[src/rtl/lavatory_arbiter_pkg.sv]
//==============================================================================
// Module      : lav_pkg
// Description : Shared types and constants for the lavatory arbiter: the
//               per-lavatory state encoding, the passenger classes and the
//               fixed lavatory indices.
// Revision    : 1.0 - initial release
//==============================================================================
`default_nettype none

package lav_pkg;

   // Per-lavatory state, also the encoding presented on lav_state
   typedef enum logic [1:0] {
      FREE  = 2'b00,
      OCC   = 2'b01,
      CLEAN = 2'b10
   } lav_state_t;

   // Passenger class; also used as the round-robin pointer value
   typedef enum logic {
      WOMEN = 1'b0,
      MEN   = 1'b1
   } class_t;

   // Lavatory indices: women-only, men-only, shared
   localparam logic [1:0] LAV_W = 2'd0;
   localparam logic [1:0] LAV_M = 2'd1;
   localparam logic [1:0] LAV_S = 2'd2;

endpackage

`default_nettype wire

[src/rtl/lavatory_arbiter_if.sv]
//==============================================================================
// Module      : lavatory_arbiter_if
// Description : Request/vacate inputs and grant/status outputs of the
//               lavatory arbiter. The slave side is the arbiter, the master
//               side is the board logic (or a testbench).
// Revision    : 1.0 - initial release
//==============================================================================
`default_nettype none

interface lavatory_arbiter_if #(
   parameter int QW = 3
);
   logic          req_w;
   logic          req_m;
   logic [2:0]    vacate;
   logic          grant_w;
   logic [1:0]    grant_w_lav;
   logic          grant_m;
   logic [1:0]    grant_m_lav;
   logic [QW-1:0] q_w;
   logic [QW-1:0] q_m;
   logic          drop_w;
   logic          drop_m;
   logic [5:0]    lav_state;
   logic [2:0]    overstay;
   logic          disp_w;
   logic          disp_m;

   modport master (
      output req_w, req_m, vacate,
      input  grant_w, grant_w_lav, grant_m, grant_m_lav, q_w, q_m,
             drop_w, drop_m, lav_state, overstay, disp_w, disp_m
   );

   modport slave (
      input  req_w, req_m, vacate,
      output grant_w, grant_w_lav, grant_m, grant_m_lav, q_w, q_m,
             drop_w, drop_m, lav_state, overstay, disp_w, disp_m
   );
endinterface

`default_nettype wire

[src/rtl/lavatory_arbiter_slot.sv]
//==============================================================================
// Module      : lav_slot
// Description : One lavatory: FREE/OCC/CLEAN state machine, cleaning
//               countdown and saturating occupancy timer with overstay flag.
// Revision    : 1.0 - initial release
//==============================================================================
`default_nettype none

module lav_slot #(
   parameter int CLEAN_CYC   = 4,
   parameter int OCC_TIMEOUT = 255,
   parameter int TW          = 8
) (
   input  wire logic       clk_2,
   input  wire logic       rst_n,
   input  wire logic       grant_i,
   input  wire logic       vacate_i,
   output logic [1:0]      state_o,
   output logic            overstay_o
);
   import lav_pkg::*;

   localparam logic [1:0] C_ST_FREE  = FREE;
   localparam logic [1:0] C_ST_OCC   = OCC;
   localparam logic [1:0] C_ST_CLEAN = CLEAN;

   // Countdown holds CLEAN_CYC-1 .. 0, so log2(CLEAN_CYC) bits suffice
   localparam int CW = (CLEAN_CYC > 1) ? $clog2(CLEAN_CYC) : 1;
   localparam logic [CW-1:0] C_CLEAN_LOAD = CW'(CLEAN_CYC - 1);
   localparam logic [TW-1:0] C_TIMEOUT    = TW'(OCC_TIMEOUT);

   logic [1:0]    state_q,    state_d;
   logic [CW-1:0] clean_q,    clean_d;
   logic [TW-1:0] timer_q,    timer_d;
   logic          overstay_q, overstay_d;

   // Next-state: occupy on grant, clean on vacate, free after the countdown
   always_comb begin
      state_d = state_q;
      clean_d = clean_q;
      timer_d = timer_q;
      case (state_q)
         C_ST_FREE: begin
            if (grant_i) begin
               state_d = C_ST_OCC;
               timer_d = '0;
            end
         end
         C_ST_OCC: begin
            if (vacate_i) begin
               state_d = C_ST_CLEAN;
               clean_d = C_CLEAN_LOAD;
               timer_d = '0;
            end else if (timer_q != C_TIMEOUT) begin
               timer_d = timer_q + 1'b1;
            end
         end
         C_ST_CLEAN: begin
            // Last CLEAN cycle is the one where the countdown reads zero
            if (clean_q == '0) begin
               state_d = C_ST_FREE;
            end else begin
               clean_d = clean_q - 1'b1;
            end
         end
         default: begin
            state_d = C_ST_FREE;
         end
      endcase
      overstay_d = (state_d == C_ST_OCC) && (timer_d == C_TIMEOUT);
   end

   // State, counters and overstay flag registers
   always_ff @(posedge clk_2 or negedge rst_n) begin
      if (!rst_n) begin
         state_q    <= C_ST_FREE;
         clean_q    <= '0;
         timer_q    <= '0;
         overstay_q <= 1'b0;
      end else begin
         state_q    <= state_d;
         clean_q    <= clean_d;
         timer_q    <= timer_d;
         overstay_q <= overstay_d;
      end
   end

   assign state_o    = state_q;
   assign overstay_o = overstay_q;

endmodule

`default_nettype wire

[src/rtl/lavatory_arbiter.sv]
//==============================================================================
// Module      : lavatory_arbiter
// Description : Shares three lavatories between women and men. Keeps a
//               saturating waiting count per class, grants free eligible
//               lavatories (round-robin on the shared one) and tracks each
//               lavatory through occupy/clean with an overstay alarm.
// Revision    : 1.0 - initial release
//==============================================================================
`default_nettype none

module lavatory_arbiter #(
   parameter int QMAX        = 7,
   parameter int CLEAN_CYC   = 4,
   parameter int OCC_TIMEOUT = 255,
   parameter int TW          = 8,
   parameter int QW          = $clog2(QMAX + 1)
) (
   input  wire logic          clk_2,
   input  wire logic          rst_n,
   lavatory_arbiter_if.slave  bus
);
   import lav_pkg::*;

   localparam logic [QW-1:0] C_QMAX = QW'(QMAX);

   // Returns {drop, next_count}; an arrival at a full queue is only
   // accepted when a same-class grant frees a slot in the same cycle.
   function automatic logic [QW:0] f_queue_next(
      input logic [QW-1:0] q,
      input logic          req,
      input logic          grant
   );
      logic [QW-1:0] q_n;
      logic          drop;
      q_n  = q;
      drop = 1'b0;
      if (req && !grant) begin
         if (q == C_QMAX) begin
            drop = 1'b1;
         end else begin
            q_n = q + 1'b1;
         end
      end else if (!req && grant) begin
         q_n = q - 1'b1;
      end
      return {drop, q_n};
   endfunction

   logic [5:0]    w_lav_state;
   logic [2:0]    w_overstay;
   logic [2:0]    w_free;
   logic [2:0]    w_lav_grant;
   logic          w_w_lav0, w_w_want2, w_w_lav2, w_gw;
   logic          w_m_lav1, w_m_want2, w_m_lav2, w_gm;

   logic [QW-1:0] q_w_q, q_w_d;
   logic [QW-1:0] q_m_q, q_m_d;
   logic          drop_w_q, drop_w_d;
   logic          drop_m_q, drop_m_d;
   logic          grant_w_q, grant_m_q;
   logic [1:0]    grant_w_lav_q, grant_w_lav_d;
   logic [1:0]    grant_m_lav_q, grant_m_lav_d;
   class_t        rr_ptr_q, rr_ptr_d;

   generate
      for (genvar gi = 0; gi < 3; gi++) begin : g_slot
         lav_slot #(
            .CLEAN_CYC   (CLEAN_CYC),
            .OCC_TIMEOUT (OCC_TIMEOUT),
            .TW          (TW)
         ) u_slot (
            .clk_2       (clk_2),
            .rst_n       (rst_n),
            .grant_i     (w_lav_grant[gi]),
            .vacate_i    (bus.vacate[gi]),
            .state_o     (w_lav_state[2*gi +: 2]),
            .overstay_o  (w_overstay[gi])
         );
         assign w_free[gi] = (w_lav_state[2*gi +: 2] == FREE);
      end
   endgenerate

   // Grant decision from registered counts and lavatory states
   always_comb begin
      w_w_lav0  = (q_w_q != '0) && w_free[LAV_W];
      w_w_want2 = (q_w_q != '0) && !w_free[LAV_W] && w_free[LAV_S];
      w_m_lav1  = (q_m_q != '0) && w_free[LAV_M];
      w_m_want2 = (q_m_q != '0) && !w_free[LAV_M] && w_free[LAV_S];
      // On a shared-lavatory conflict the class not last served wins
      w_w_lav2  = w_w_want2 && (!w_m_want2 || (rr_ptr_q == MEN));
      w_m_lav2  = w_m_want2 && (!w_w_want2 || (rr_ptr_q == WOMEN));
      w_gw      = w_w_lav0 | w_w_lav2;
      w_gm      = w_m_lav1 | w_m_lav2;

      w_lav_grant[LAV_W] = w_w_lav0;
      w_lav_grant[LAV_M] = w_m_lav1;
      w_lav_grant[LAV_S] = w_w_lav2 | w_m_lav2;

      grant_w_lav_d = w_gw ? (w_w_lav2 ? LAV_S : LAV_W) : 2'd0;
      grant_m_lav_d = w_gm ? (w_m_lav2 ? LAV_S : LAV_M) : 2'd0;

      rr_ptr_d = rr_ptr_q;
      if (w_w_lav2) begin
         rr_ptr_d = WOMEN;
      end else if (w_m_lav2) begin
         rr_ptr_d = MEN;
      end

      {drop_w_d, q_w_d} = f_queue_next(q_w_q, bus.req_w, w_gw);
      {drop_m_d, q_m_d} = f_queue_next(q_m_q, bus.req_m, w_gm);
   end

   // Queue counts, grant/drop pulses and round-robin pointer
   always_ff @(posedge clk_2 or negedge rst_n) begin
      if (!rst_n) begin
         q_w_q         <= '0;
         q_m_q         <= '0;
         drop_w_q      <= 1'b0;
         drop_m_q      <= 1'b0;
         grant_w_q     <= 1'b0;
         grant_m_q     <= 1'b0;
         grant_w_lav_q <= 2'd0;
         grant_m_lav_q <= 2'd0;
         rr_ptr_q      <= MEN;
      end else begin
         q_w_q         <= q_w_d;
         q_m_q         <= q_m_d;
         drop_w_q      <= drop_w_d;
         drop_m_q      <= drop_m_d;
         grant_w_q     <= w_gw;
         grant_m_q     <= w_gm;
         grant_w_lav_q <= grant_w_lav_d;
         grant_m_lav_q <= grant_m_lav_d;
         rr_ptr_q      <= rr_ptr_d;
      end
   end

   assign bus.grant_w     = grant_w_q;
   assign bus.grant_w_lav = grant_w_lav_q;
   assign bus.grant_m     = grant_m_q;
   assign bus.grant_m_lav = grant_m_lav_q;
   assign bus.q_w         = q_w_q;
   assign bus.q_m         = q_m_q;
   assign bus.drop_w      = drop_w_q;
   assign bus.drop_m      = drop_m_q;
   assign bus.lav_state   = w_lav_state;
   assign bus.overstay    = w_overstay;
   assign bus.disp_w      = w_free[LAV_W] | w_free[LAV_S];
   assign bus.disp_m      = w_free[LAV_M] | w_free[LAV_S];

endmodule

`default_nettype wire

[src/flat_wrapper.sv]
// flat-port wrapper written by rule: the top's interface ports become plain ports
module lavatory_arbiter_flat import lav_pkg::*;
#(
   parameter int QMAX        = 7,
   parameter int CLEAN_CYC   = 4,
   parameter int OCC_TIMEOUT = 255,
   parameter int TW          = 8,
   parameter int QW          = $clog2(QMAX + 1)
)
  (clk_2, rst_n, bus_req_w, bus_req_m, bus_vacate, bus_grant_w, bus_grant_w_lav, bus_grant_m, bus_grant_m_lav, bus_q_w, bus_q_m, bus_drop_w, bus_drop_m, bus_lav_state, bus_overstay, bus_disp_w, bus_disp_m);
  lavatory_arbiter_if #(.QW(QW)) bus_i ();
  input  wire logic clk_2;
  input  wire logic rst_n;
  input wire logic [$bits(bus_i.req_w)-1:0] bus_req_w;
  input wire logic [$bits(bus_i.req_m)-1:0] bus_req_m;
  input wire logic [$bits(bus_i.vacate)-1:0] bus_vacate;
  output wire logic [$bits(bus_i.grant_w)-1:0] bus_grant_w;
  output wire logic [$bits(bus_i.grant_w_lav)-1:0] bus_grant_w_lav;
  output wire logic [$bits(bus_i.grant_m)-1:0] bus_grant_m;
  output wire logic [$bits(bus_i.grant_m_lav)-1:0] bus_grant_m_lav;
  output wire logic [$bits(bus_i.q_w)-1:0] bus_q_w;
  output wire logic [$bits(bus_i.q_m)-1:0] bus_q_m;
  output wire logic [$bits(bus_i.drop_w)-1:0] bus_drop_w;
  output wire logic [$bits(bus_i.drop_m)-1:0] bus_drop_m;
  output wire logic [$bits(bus_i.lav_state)-1:0] bus_lav_state;
  output wire logic [$bits(bus_i.overstay)-1:0] bus_overstay;
  output wire logic [$bits(bus_i.disp_w)-1:0] bus_disp_w;
  output wire logic [$bits(bus_i.disp_m)-1:0] bus_disp_m;
  assign bus_i.req_w = bus_req_w;
  assign bus_i.req_m = bus_req_m;
  assign bus_i.vacate = bus_vacate;
  assign bus_grant_w = bus_i.grant_w;
  assign bus_grant_w_lav = bus_i.grant_w_lav;
  assign bus_grant_m = bus_i.grant_m;
  assign bus_grant_m_lav = bus_i.grant_m_lav;
  assign bus_q_w = bus_i.q_w;
  assign bus_q_m = bus_i.q_m;
  assign bus_drop_w = bus_i.drop_w;
  assign bus_drop_m = bus_i.drop_m;
  assign bus_lav_state = bus_i.lav_state;
  assign bus_overstay = bus_i.overstay;
  assign bus_disp_w = bus_i.disp_w;
  assign bus_disp_m = bus_i.disp_m;
  lavatory_arbiter #(.QMAX(QMAX), .CLEAN_CYC(CLEAN_CYC), .OCC_TIMEOUT(OCC_TIMEOUT), .TW(TW), .QW(QW)) u_core (.clk_2(clk_2), .rst_n(rst_n), .bus(bus_i));
endmodule
[config.mk]
export PLATFORM = sky130hd
export DESIGN_NAME = lavatory_arbiter_flat
export DESIGN_NICKNAME = d
export VERILOG_FILES = /design/src/rtl/lavatory_arbiter_pkg.sv /design/src/rtl/lavatory_arbiter_if.sv /design/src/rtl/lavatory_arbiter_slot.sv /design/src/rtl/lavatory_arbiter.sv /design/src/flat_wrapper.sv
export SDC_FILE = /design/constraint.sdc
export NUM_CORES = 1
export LEC_CHECK = 0
export ABC_AREA = 1
export BUFFER_PORTS_ARGS = -buffer_cell sky130_fd_sc_hd__buf_2
export CAP_MARGIN = 20
export CELL_PAD_IN_SITES_DETAIL_PLACEMENT = 1
export CELL_PAD_IN_SITES_GLOBAL_PLACEMENT = 2
export CORE_ASPECT_RATIO = 2
export CORE_UTILIZATION = 35
export DETAILED_ROUTE_END_ITERATION = 16
export GPL_TIMING_DRIVEN = 0
export PLACE_DENSITY_LB_ADDON = 0.1
export SLEW_MARGIN = 40
export SYNTH_ARGS = -nofsm -noshare
export SYNTH_HDL_FRONTEND = slang
export SYNTH_HIERARCHICAL = 1
export SYNTH_SLANG_ARGS = --single-unit
[constraint.sdc]
create_clock -name clk_2 -period 2 [get_ports clk_2]
set_input_delay 0.1 -clock clk_2 [delete_from_list [all_inputs] [get_ports clk_2]]
set_output_delay 0.1 -clock clk_2 [all_outputs]
set_load 0.03 [all_outputs]
-- Word-level counts from Yosys, hierarchy flattened
Index checks and enable logic that the tools add are counted.
- reduce and logical (&&, ||, !) cells: 44
- add/subtract/negate cells: 10
- eq/ne operators: 25
- mux-type cells: 49
- bitwise gates (word level): 6
- operators by type and width (operator ; number):
    $mux 8 ; 9
    $pmux 8 s2 ; 3
    $mux 2 ; 19
    $add 8x1->8 const B ; 3
    $eq 8x8->1 const B ; 3
    $ne 8x8->1 const B ; 3
    $mux 3 ; 6
    $pmux 2 s3 ; 3
    $ne 2x2->1 const B ; 8
    $logic_and 1x1->1 ; 15
    $eq 2x1->1 const B ; 6
    $logic_not 2->1 ; 6
    $pmux 2 s2 ; 3
    $reduce_bool 2->1 ; 6
    $reduce_and 3->1 ; 3
    $logic_not 1->1 ; 8
    $add 3x1->3 const B ; 2
    $eq 2x2->1 const B ; 3
    $eq 3x3->1 const B ; 2
    $mux 1 ; 6
    $reduce_bool 3->1 ; 2
    $sub 2x1->2 const B ; 3
    $sub 3x1->3 const B ; 2
    $or 1x1->1 ; 5
    3 further kinds ; 5
- bits in registers: 54
- output and inout port bits: 25
- bits of input ports: 7

-- Logic depth before layout (Yosys ltp)
- word-level depth: 12
- mapped depth: 16

-- Modules after synthesis
The synthesis kept the hierarchy.
- modules (own cells, without submodules) (module ; cells an instance ; instances ; area an instance (um^2)):
    lav_slot ; 106 ; 3 ; 797.0
    lavatory_arbiter ; 93 ; 1 ; 850.8

-- Worst setup path before layout
OpenSTA, ideal clock, no wires.
- path type: register -> register
- start: reg u_core.g_slot[1].u_slot.state_q[0]
- end: reg u_core.q_w_q[2] (netlist: u_core/bus.q_w[2])
- clock period less this slack: 1.918 ns
- path slack: 0.082 ns
- buffers on the path: 0
- required time: 1.882 ns
- cell stages (with the launch flop): 11
- library setup time: 0.118 ns
- arrival time: 1.800 ns
- cells stage by stage: dfrtp_1 clkinv_1 nand2_2 nand4_2 nand2_4 nand3_1 fa_1 inv_1 nand2_2 nand3b_1 nand2_1
- longest elaborated chain between the ends: 12
- elaborated cells between the ends (all ways): 15
- classes of those cells: 1 x eq/ne; 1 x mux; 1 x bitwise; 12 x reduce/logical
- ends and longest elaborated chain (element ; RTL line ; text):
    start, declared ; lavatory_arbiter_slot.sv:32 ; logic [1:0] state_q, state_d;
    start signal, assigned ; lavatory_arbiter_slot.sv:81 ; state_q <= state_d;
    $logic_not 2->1 (*) ; lavatory_arbiter.sv:79 ; assign w_free[gi] = (w_lav_state[2*gi +: 2] == FREE);
    $logic_not 1->1 (*) ; lavatory_arbiter.sv:88 ; w_m_want2 = (q_m_q != '0) && !w_free[LAV_M] && w_free[LAV_S];
    $logic_and 1x1->1 (*) (2 in a row) ; lavatory_arbiter.sv:88 ;
    $logic_not 1->1 (*) ; lavatory_arbiter.sv:90 ; w_w_lav2 = w_w_want2 && (!w_m_want2 || (rr_ptr_q == MEN));
    $logic_or 1x1->1 (*) ; lavatory_arbiter.sv:90 ;
    $logic_and 1x1->1 (*) ; lavatory_arbiter.sv:90 ;
    $or 1x1->1 (*) ; lavatory_arbiter.sv:92 ; w_gw = w_w_lav0 | w_w_lav2;
    $logic_not 1->1 ; lavatory_arbiter.sv:37 ; if (req && !grant) begin
    $logic_and 1x1->1 ; lavatory_arbiter.sv:37 ;
    $ne 2x2->1 (no line) / $reduce_bool 2->1 (equally long branches) ; -- ;
    $reduce_and 2->1 (no line) ; -- ;
    end signal, assigned ; lavatory_arbiter.sv:126 ; q_w_q <= q_w_d;
    end, declared ; lavatory_arbiter.sv:56 ; logic [QW-1:0] q_w_q, q_w_d;
Every way passes the cells marked *; elsewhere a longest branch is shown, timed or not.
A chain may end at the register's enable or synchronous reset.

-- Worst setup path after layout
- start: reg u_core.q_w_q[0] (netlist: u_core/bus.q_w[0])
- end: reg u_core.g_slot[0].u_slot.overstay_q
- longest elaborated chain between the ends: 6
- elaborated cells between the ends (all ways): 9
- classes of those cells: 2 x eq/ne; 4 x mux; 3 x reduce/logical
- ends and longest elaborated chain (element ; RTL line ; text):
    $reduce_bool 3->1 (*) ; lavatory_arbiter.sv:85 ; w_w_lav0 = (q_w_q != '0) && w_free[LAV_W];
    $logic_and 1x1->1 (*) ; lavatory_arbiter.sv:85 ;
    via u_core.w_lav_grant[0] ; lavatory_arbiter.sv:52 ; logic [2:0] w_lav_grant;
    $mux 8 / $mux 2 (equally long branches) ; lavatory_arbiter_slot.sv:44 ; if (grant_i) begin
    $pmux 8 s2 / $pmux 2 s3 (equally long branches) ; lavatory_arbiter_slot.sv:42 ; case (state_q)
    $eq 8x8->1 / $eq 2x1->1 (equally long branches) ; lavatory_arbiter_slot.sv:70 ; overstay_d = (state_d == C_ST_OCC) && (timer_d == C_TIMEOUT);
    $logic_and 1x1->1 (*) ; lavatory_arbiter_slot.sv:70 ;
    via u_core.g_slot[0].u_slot.overstay_d ; lavatory_arbiter_slot.sv:35 ; logic overstay_q, overstay_d;
    end signal, assigned ; lavatory_arbiter_slot.sv:84 ; overstay_q <= overstay_d;
    end, declared ; lavatory_arbiter_slot.sv:35 ;
Mark *: on every way through the listed nets, which the timed path passes. The rest lies on a longest branch.

==> results.json <==
{
  "status": "completed",
  "slowest_delay_ns": 0.46,
  "path_max_fanout": 6,
  "period_share_pct": 92.2,
  "h-tree-depth": 2,
  "antenna_found_initial": 0,
  "synthFlopType": "dfrtp_1",
  "rr_endpoint": "u_core/g_slot[0].u_slot/overstay_o",
  "grt.overflow.total": 0,
  "p_switching_w": 0.00260,
  "synthDominantCellAreaShare_pct": 40.1,
  "r2r_cells": 11,
  "critPathTopFamily": "simple AND/OR/NAND/NOR gates",
  "synth_area_leader_cell": "dfrtp_1",
  "power_density_mw_per_mm2": 1440,
  "cts_sinks": 53,
  "vias": 2758,
  "peakVddDrop_mv": 0.826,
  "clock-root-buffer": "clkbuf_16",
  "holdCritPathClass": "input port to flop",
  "cp_num_cells": 11,
  "cts.reportedPaths.clkPinSlew_ns": 0.07,
  "intPower_w": 0.00288,
  "relSlewSlack_pct": 52.8,
  "syn_nets": 426,
  "ant_nets": 0,
  "max_freq_mhz": 542,
  "viasPerCell": 4.91,
  "worstPathRequired_ns": 2.22,
  "ys_top_cells_by_area": "dfrtp_1 (40%), nand2_1 (13%), inv_1 (7.8%), nand3_1 (5.9%), nand2_2 (4.1%)",
  "pwr-share-seq_pct": 30.7,
  "dr.first_iter.drc_count": 100,
  "fill_cells": 1129,
  "grt_usage_pct": 17.7,
  "critPathBufInv": 2,
  "drc": 0,
  "gp_congestion": 0.805,
  "firstDrtPassIters": 4,
  "coreArea_sq_mm": 0.00901,
  "setup_viol": 0,
  "synth_edf_count": 0,
  "post-route-min-period_ns": 1.84,
  "async_flop_share_pct": 100,
  "slew_violations": 0,
  "synth_cell_types": 32,
  "die_w_microns": 70.1,
  "rsz0062_at_grt": "true",
  "path_cells": "nor2_2 > nand2_2 > nand2_2 > inv_1 > o21ai_4 > inv_1 > nand3_1 > nand2_1 > nor2_1 > nand2_1 > nor2_1",
  "fp.dieH_microns": 138,
  "dieArea_sq_mm": 0.00967,
  "fin_nets": 474,
  "grt_pass1_vias": 2929,
  "worst_setup_path_end_kind": "flop",
  "cts_buffer_depth": 2,
  "ys_ff_latch": 53,
  "area_delta_synth_final_pct": 17.5,
  "synth_common_cells": "nand2_1 (110), inv_1 (67), dfrtp_1 (52)",
  "antennaDiodeCount": 0,
  "hpwlAfterDp_microns": 6270,
  "startpoint": "u_core/bus.q_w[0]",
  "yosysWarningCount": 6,
  "initial_core_util_pct": 36.0,
  "cts_buffers": 5,
  "yosysMostFrequentCell": "nand2_1",
  "arrival_ns": 2.07,
  "max_slew.worst_pin.slew_ns": 0.708,
  "swShare_pct": 47.4,
  "cap_violations": 0,
  "syn_area_per_cell_sq_um": 7.89,
  "grt_start_max_net_pins": 54,
  "synth_cells": 411,
  "hold_viol": 0,
  "drive_gt1_share_pct": 29.3,
  "crit_type": "flop to flop",
  "hp-start": "bus_vacate[0]",
  "holdPathStages": 2,
  "p_leak_nw": 2.17,
  "crit_path_top_delay_cell": "dfrtp_2",
  "r2r_slack_ns": 0.16,
  "avgRoutedWirePerCell_microns": 14.3,
  "cts_tree": "done",
  "fin_skew_ns": 0.00495,
  "insertion_delay_ns": 0.29,
  "row_count": 49,
  "min_to": "u_core/g_slot[0].u_slot/state_o[0]",
  "ys_seq_area_share_pct": 40.9,
  "pwr-share-comb_pct": 53.4,
  "pin_count": 32,
  "cp-start-kind": "flop",
  "grt_pass1_wl_microns": 13600,
  "rr_startpoint": "u_core/bus.q_w[0]",
  "totalWireLength_microns": 8020,
  "totalPowerFinal_w": 0.00548,
  "synth_area_sq_mm": 0.00324,
  "p_clk_share_pct": 15.8,
  "fin_util_pct": 42.3,
  "port_buffers": 30
}
==> per-stage QoR <==
| step | worst slack (ns) | cells | TNS [ns] | area (sq um) | hold slack, ns |
|---|---|---|---|---|---|
| 4_1_cts | 0.0114 | 554 | 0 | 3720 | 0.00502 |
| 6_report | 0.155 | 562 | 0 | 3810 | 0.00586 |
| 2_1_floorplan | 0.0820 | 411 | 0 | 3240 | -0.196 |
| 3_3_place_gp | -0.156 | 543 | -0.240 | 3520 | 0.320 |
| 5_1_grt | -0.0186 | 562 | -0.0227 | 3810 | 0.00503 |
| 3_5_place_dp | -0.145 | 543 | -0.258 | 3520 | 0.207 |
==> kinds of logic (layout without fill, tap and decap cells) <==
family / Yosys count / in the layout / synth area share (%)
AO/OA/AOI/OAI: 34 / 34 / 6.06
XOR/XNOR: 2 / 2 / 0.772
adder cells (fa/ha/maj): 8 / 8 / 3.55
buffers and inverters: 79 / 128 / 9.96
flip-flops: 53 / 53 / 40.9
other: 1 / 1 / 0.116
AND/OR/NAND/NOR: 234 / 234 / 38.6
==> placed cells by master (no fill, tap or decap), types with 2 or more instances in the layout <==
master     synthesis  routed
dfrtp_2            0       6
nor2_2            10       8
nor2_4             1       4
nand2_1          110     108
nand3_2           10      10
nor2_8             3       3
inv_2              6       7
o21ai_1            2       2
buf_2              0      29
nand2_2           21      23
o21ai_0           11      11
a21o_1             3       3
buf_6              3       4
o21ai_4            0       3
clkinv_2           0       2
clkinv_1           2       2
nor2_1            18      17
nand3_1           38      38
inv_1             67      66
buf_4              1      11
or2_2              3       3
a22oi_1            3       3
nand4_2            2       2
clkbuf_16          0       5
nand2_4           10      10
dfrtp_1           52      46
a21oi_1           12      12
ha_1               6       6
nor3_1             6       6
==> final cells by class <==
class	instances	area, sq um	area share, %
Clock buffer	5	125	3.29
Tap cell	102	128	3.35
Clock inverter	3	17.5	0.460
Sequential cell	53	1340	35.1
Buffer	4	41.3	1.08
Timing Repair Buffer	41	241	6.34
Inverter	75	282	7.39
Multi-Input combinational cell	279	1640	43.0
==> worst max path at each step <==
stage,to,slack (ns)
after floorplan,u_core/bus.q_w[2],0.08
after global placement,u_core/g_slot[2].u_slot/overstay_o,-0.16
after detailed placement,u_core/g_slot[2].u_slot/overstay_o,-0.14
after CTS,u_core/g_slot[1].u_slot/overstay_o,0.01
after global routing,u_core/g_slot[0].u_slot/overstay_o,-0.02
final,u_core/g_slot[0].u_slot/overstay_o,0.16
==> power groups by stage <==
stage / logic, W / clock network (W) / registers [W]
2_1_floorplan: 0.00167 / 0 / 0.00196
3_3_place_gp: 0.00262 / 0 / 0.00168
3_5_place_dp: 0.00266 / 0 / 0.00169
4_1_cts: 0.00280 / 0.000903 / 0.00169
5_1_grt: 0.00328 / 0.000947 / 0.00173
6_report: 0.00293 / 0.000866 / 0.00169
==> what timing repair did <==
| item | in CTS | in global routing |
|---|---|---|
| hold buffers | 1 | 0 |
| endpoints found under the hold margin | 52 | 0 |
| gates cloned | 0 | 0 |
| setup endpoints to repair | 3 | 4 |
| resized for setup | 7 | 11 |
| setup buffers | 2 | 8 |
| pin swaps | 1 | 3 |
==> sequential cells by signal (all words and copies together) (netlist names) <==
| signal | count |
|---|---|
| u_core/bus.grant_m | 1 |
| u_core/bus.grant_w_lav | 1 |
| u_core/bus.drop_m | 1 |
| u_core/bus.grant_w | 1 |
| u_core/bus.q_w | 3 |
| u_core/g_slot.u_slot/clean_q | 6 |
| u_core/rr_ptr_q | 1 |
| u_core/g_slot.u_slot/timer_q | 24 |
| u_core/bus.drop_w | 1 |
| u_core/bus.grant_m_lav | 2 |
| u_core/g_slot.u_slot/state_o | 6 |
| u_core/bus.q_m | 3 |
| u_core/g_slot.u_slot/overstay_o | 3 |
==> metal layers <==
metal	share of wire [%]	vias up	global-route usage, %
met3	1.5	13	1.75
met2	60	30	36.4
met5	0	-	0
met1	36	1352	17.2
li1	-	1363	-
met4	2.5	0	6.42
==> worst register-to-register path: cells and delay by family, from the launching register on <==
family	cells	cell delay [ns]
flops	1	0.46
simple gates	8	0.83
compound gates	1	0.24
buf+inv	2	0.25
Note: power is estimated with default switching activity, not from simulation.
